## src/rtl/ofifo_psum.sv

```systemverilog
// Output FIFO bank: one psum lane per array column, popped together as an aligned row.
// Optional ReLU on the output path when OFIFO_RELU_EN is defined.
module ofifo_psum #(
    parameter int col     = 8,
    parameter int psum_bw = 16,
    parameter int depth   = 8
) (
    input  logic                     clk,
    input  logic                     reset,
    input  logic [col*psum_bw-1:0]   in,
    input  logic [col-1:0]           wr,
    input  logic                     rd,
    output logic [col*psum_bw-1:0]   out,
    output logic                     o_valid,
    output logic                     o_full,
    output logic                     o_ready,
    output logic                     o_overflow
);

    localparam int aw = $clog2(depth);

    logic [psum_bw-1:0] mem_r  [col][depth];
    logic [aw:0]        wptr_r [col];
    logic [aw:0]        rptr_r [col];
    logic               overflow_r;

    logic [col-1:0]     empty_s;
    logic [col-1:0]     full_s;
    logic [col-1:0]     wr_ok_s;
    logic [col-1:0]     drop_s;
    logic               pop_s;
    logic [psum_bw-1:0] head_s [col];

    // Per-lane empty/full from the wrap-bit pointer pair, plus write acceptance
    always_comb begin
        empty_s = {col{1'b0}};
        full_s  = {col{1'b0}};
        for (int i = 0; i < col; i++) begin
            empty_s[i] = (wptr_r[i] == rptr_r[i]);
            full_s[i]  = (wptr_r[i][aw-1:0] == rptr_r[i][aw-1:0]) &&
                         (wptr_r[i][aw] != rptr_r[i][aw]);
        end
    end

    assign o_valid    = ~|empty_s;
    assign o_full     = |full_s;
    assign o_ready    = ~o_full;
    assign o_overflow = overflow_r;
    assign pop_s      = rd & o_valid;
    // A full lane still accepts a write when the row is popped on the same edge
    assign wr_ok_s    = wr & (~full_s | {col{pop_s}});
    assign drop_s     = wr & ~wr_ok_s;

    // Pointer and sticky overflow update
    always_ff @(posedge clk) begin
        if (reset) begin
            for (int i = 0; i < col; i++) begin
                wptr_r[i] <= {(aw+1){1'b0}};
                rptr_r[i] <= {(aw+1){1'b0}};
            end
            overflow_r <= 1'b0;
        end else begin
            for (int i = 0; i < col; i++) begin
                if (wr_ok_s[i]) begin
                    wptr_r[i] <= wptr_r[i] + {{aw{1'b0}}, 1'b1};
                end
                if (pop_s) begin
                    rptr_r[i] <= rptr_r[i] + {{aw{1'b0}}, 1'b1};
                end
            end
            if (|drop_s) begin
                overflow_r <= 1'b1;
            end
        end
    end

    // Lane storage; deliberately not reset, contents are hidden by the pointers
    always_ff @(posedge clk) begin
        for (int i = 0; i < col; i++) begin
            if (wr_ok_s[i] && !reset) begin
                mem_r[i][wptr_r[i][aw-1:0]] <= in[psum_bw*i +: psum_bw];
            end
        end
    end

    // Head-of-lane selection
    always_comb begin
        for (int i = 0; i < col; i++) begin
            head_s[i] = mem_r[i][rptr_r[i][aw-1:0]];
        end
    end

    // First-word-fall-through output, zeroed while any lane is empty
    always_comb begin
        out = {(col*psum_bw){1'b0}};
        for (int i = 0; i < col; i++) begin
            if (!o_valid) begin
                out[psum_bw*i +: psum_bw] = {psum_bw{1'b0}};
            end else begin
`ifdef OFIFO_RELU_EN
                if (head_s[i][psum_bw-1]) begin
                    out[psum_bw*i +: psum_bw] = {psum_bw{1'b0}};
                end else begin
                    out[psum_bw*i +: psum_bw] = head_s[i];
                end
`else
                out[psum_bw*i +: psum_bw] = head_s[i];
`endif
            end
        end
    end

endmodule

```

## config.mk

```make
export PLATFORM = sky130hd
export DESIGN_NAME = ofifo_psum
export DESIGN_NICKNAME = d
export VERILOG_FILES = /design/src/rtl/ofifo_psum.sv
export SDC_FILE = /design/constraint.sdc
export NUM_CORES = 1
export LEC_CHECK = 0
export ABC_AREA = 0
export ABC_CLOCK_PERIOD_IN_PS = 6600
export BUFFER_PORTS_ARGS = -buffer_cell sky130_fd_sc_hd__buf_2
export CORE_MARGIN = 1.5
export CORE_UTILIZATION = 65
export DETAILED_ROUTE_END_ITERATION = 7
export PLACE_DENSITY = 0.85
export SLEW_MARGIN = 20
export SYNTH_ARGS = -nofsm -noshare
export SYNTH_HDL_FRONTEND = slang
export SYNTH_SLANG_ARGS = --single-unit
```

## constraint.sdc

```tcl
create_clock -name clk -period 6.6 [get_ports clk]
set_input_delay 0 -clock clk [delete_from_list [all_inputs] [get_ports clk]]
set_output_delay 0 -clock clk [all_outputs]
set_load 0.01 [all_outputs]
```

==> metrics.md <==
| Metric | Value |
|---|---|
| Max-capacitance violation count | 0 |
| Hold path startpoint | in[103] |
| Detailed-router iteration count before antenna repair | 8 |
| Buffer depth of the longest clock path | 3 |
| Worst path cell trace | xor2_1 > nor3_1 > o2bb2a_1 > nand4_4 > buf_4 > a2111oi_2 > buf_4 |
| Core footprint | ~0.066 mm² |
| Number of instances in the synthesized netlist | between 2000 and 2500 |
| Number of global-route vias before repair | between 20000 and 25000 |
| Total power draw | 22200 µW |
| Leakage | 0.0168 µW |
| Count of state elements after synthesis | 1089 |
| Number of gates given a new drive strength after cts | 0 |
| Chip width | ~260 µm |
| Skew final | ~0.031 ns |
| CTS tree | yes |
| Reg-to-Reg Start | rptr_r[0][2] |
| Worst hold margin | between 0.15 and 0.2 ns |
| Worst setup path startpoint | rptr_r[0][2] |
| Crit end category | flip-flop |
| Most frequent cell on the critical path | buf_4 |
| Post-layout util | roughly 77% |
| Largest cells by area after synthesis | edfxtp_1 (75%), mux4_2 (13%), mux2i_1 (2.9%) |
| Fill count | ~3200 |
| Overall overflow remaining after global route | 0 |
| Post-route ant nets | 0 |
| Summed instance area of the synthesized netlist | between 0.04 and 0.05 mm² |
| Layout Area Growth over Synthesis | 17.1% |
| Number of slew-limit violations in the final report | 0 |
| Number of rows created at floorplan | 94 |
| Logic pwr share | a little over a third |
| Number of remaining DRC errors | 26 |
| Violations in the final reports | DRC |
| Dpl hpwl | 55.2 mm |
| Largest fanout of any net on the critical path | 34 |
| Initial drt markers | between 2000 and 3000 |
| Num CTS Buffers | 103 |
| Max VDD drop | around 0.0009 V |
| Post-Syn Area per Cell | between 20 and 25 µm² |
| Hold Crit Class | in2reg |
| Hold Vio Cnt, Final | 0 |
| Max frequency | approximately 220 MHz |
| Global placer's final weighted congestion | ~0.8 |
| Pint | 14500 µW |
| Worst-case headroom to the max-slew limit | a little under a quarter |
| Worst Path Buf+Inv | 2 |
| Wire length per cell | 28.7 µm |
| Crit path max-delay family | compound AO/OA/AOI/OAI gates |
| Deepest level of the CTS H-tree | 3 |
| Clock root buffer | clkbuf_16 |
| Setup CP Type | reg2reg |
| RSZ-0062 raised after global routing | no |
| Clock Sinks | approximately 1100 |
| Wire length of the first global-routing pass | ~150 mm |
| Post-Route Setup TNS | 0 ns |
| Required time at the endpoint of the critical path | a little under 7 ns |
| Worst-margin pin slew | ~1.2 ns |
| Share of final-layout standard cells stronger than drive strength 1 | 31.2% |
| Hold-fix buffers at CTS | 139 |
| Final Net Count | 2718 |
| Post-layout minimum cycle time | 4.50 ns |
| Switching portion of total power | roughly 34% |
| Via-to-Cell Ratio | about 6.5 |
| Effective utilization at floorplan | approximately 66% |
| Slowest cell on crit path | edfxtp_1 |
| Pwr per Cell Area | about 440 mW/mm² |
| Clock share of power | about a quarter |
| Share of power burned in registers | about two fifths |
| Count of cell types in the netlist | 45 |
| Number of endpoints failing setup at the final stage | 0 |
| Post-CTS Setup Repair Bufs | 0 |
| Worst-case reg-to-reg path depth | 7 |
| Final critical-path share of the clock period | around two thirds |
| Final WL | between 100 and 150 mm |
| Routed vias | about 23000 |
| Total I/O pin count | 271 |
| Syn Nets | 2255 |
| Net Sw Power | ~7600 µW |
| Signal arrival time at the worst endpoint | about 4.8 ns |
| Die Height | 262 µm |
| Category of the worst setup path launch point | flip-flop |
| Crit. path cell count | 7 |
| Worst-Skew Late Latency | ~0.66 ns |
| Sequential element share of the synthesized area | between 70% and 80% |
| Synth warn | 0 |
| Hold Path Cell Cnt | 2 |
| Antenna violations before repair | 5 |
| Overall global routing resource usage | roughly 30% |
| Clock transition time at the flip-flop clock pins of the worst setup and hold paths | around 0.07 ns |
| Critical Path Max Stage Delay | 1.11 ns |
| Number of buffers inserted by port buffering | between 200 and 300 |
| Cell type with the highest aggregate area in the netlist | edfxtp_1 |
| Outcome | finished, violations left |
| Maximum number of pins on one net before global-route repair | 91 |
| Top cell type's share of synthesized area | between 70% and 80% |
| Area enclosed by the die boundary | 0.0685 mm² |
registers in the layout, summed over array words and instances (netlist names):
name and flops:
rptr_r 32, o_overflow 1, wptr_r 32, mem_r 1024
metrics by stage:
| stage | instance area, µm² | setup WS, ns | cells |
|---|---|---|---|
| final | 50900 | 2.10 | 3512 |
| after global routing | 50900 | 1.89 | 3511 |
| after CTS | 50800 | 1.93 | 3493 |
| after detailed placement | 46200 | 1.99 | 3169 |
| after global placement | 46200 | 2.19 | 3166 |
| after floorplan | 43500 | 2.77 | 2100 |
layout by cell type (no fill, tap or decap), types with 20 or more instances in the layout:
cell type      count
a211oi_1          21
buf_4             85
clkbuf_16        104
xnor2_1           33
nand3_1           28
a211oi_2          23
mux2i_1          128
buf_2            269
clkinv_1          20
clkbuf_1          25
dlygate4sd3_1    139
mux4_2           256
edfxtp_1        1088
nand2_1           22
clkinv_2          21
nor3_1            21
xor2_1            31
nor2_1           156
worst paths after layout:
kind	endpoint	slack, ns
worst max register to register	mem_r[0][35]	2.10
worst max-delay path	mem_r[0][35]	2.10
worst min register to register	wptr_r[1][11]	0.64
worst min-delay path	mem_r[3][87]	0.16
area by class of cell:
class | count | area [µm²] | share of cell area, %
Multi-Input combinational cell | 860 | 10500 | 20.6
Antenna cell | 5 | 12.5 | 0.0246
Sequential cell | 1089 | 32700 | 64.2
Clock inverter | 56 | 447 | 0.877
Inverter | 9 | 33.8 | 0.0663
Tap cell | 864 | 1080 | 2.12
Clock buffer | 129 | 2700 | 5.29
Timing Repair Buffer | 500 | 3480 | 6.83
kinds of logic (layout without fill, tap and decap cells):
family	Yosys count	after routing	synth area share [%]
buffers and inverters	151	694	1.67
multiplexers	384	384	16.2
AND/OR/NAND/NOR	291	291	3.17
XOR/XNOR	64	64	1.29
AO/OA/AOI/OAI	105	105	2.03
flip-flops	1089	1089	75.2
adder cells (fa/ha/maj)	16	16	0.460
other	0	5	0
worst reg2reg max path, delay by kind of cell (launching register included):
kind	cells	cell delay [ns]
AOI/OAI and AO/OA	2	1.21
DFF	1	1.11
buffers and inverters	2	0.87
and+or+nand+nor	2	0.75
xor gates and xnor gates	1	0.27
routing by layer:
metal | vias up | track usage, % | share of wire, %
li1 | 9563 | - | -
met1 | 11700 | 39.3 | 36
met2 | 1374 | 52.1 | 53
met3 | 172 | 4.15 | 8.0
met4 | 0 | 8.97 | 2.7
met5 | - | 0 | 0
power by group through the flow:
stage	logic, µW	registers (µW)	clock network, µW
global route	8480	8590	5910
finish	7990	8550	5620
detailed placement	7570	8710	0
floorplan	5220	8460	0
global placement	7370	8650	0
CTS	7760	8590	5640
synthesized netlist by cell type (all sizes together):
cell type  instances
a211oi            45
o2bb2a             2
and2               2
nor3b              6
a221oi             1
a222oi             1
nor4               4
nor3              21
or4                6
a21oi             20
dfxtp              1
nor2b             10
edfxtp          1088
or4b               2
and4               3
and3               1
mux2i            128
ha                16
buf               84
a31oi              8
or3                1
nor4b              1
o22a               1
nand2b            12
mux4             256
xor2              31
a221o              1
xnor2             33
nor2             156
a22oi              1
clkbuf            58
nand2             23
o221a              1
inv                9
nand4              6
nand3b             9
nand3             28
a2111oi           24
No activity file was read; power rests on OpenSTA's default activity.
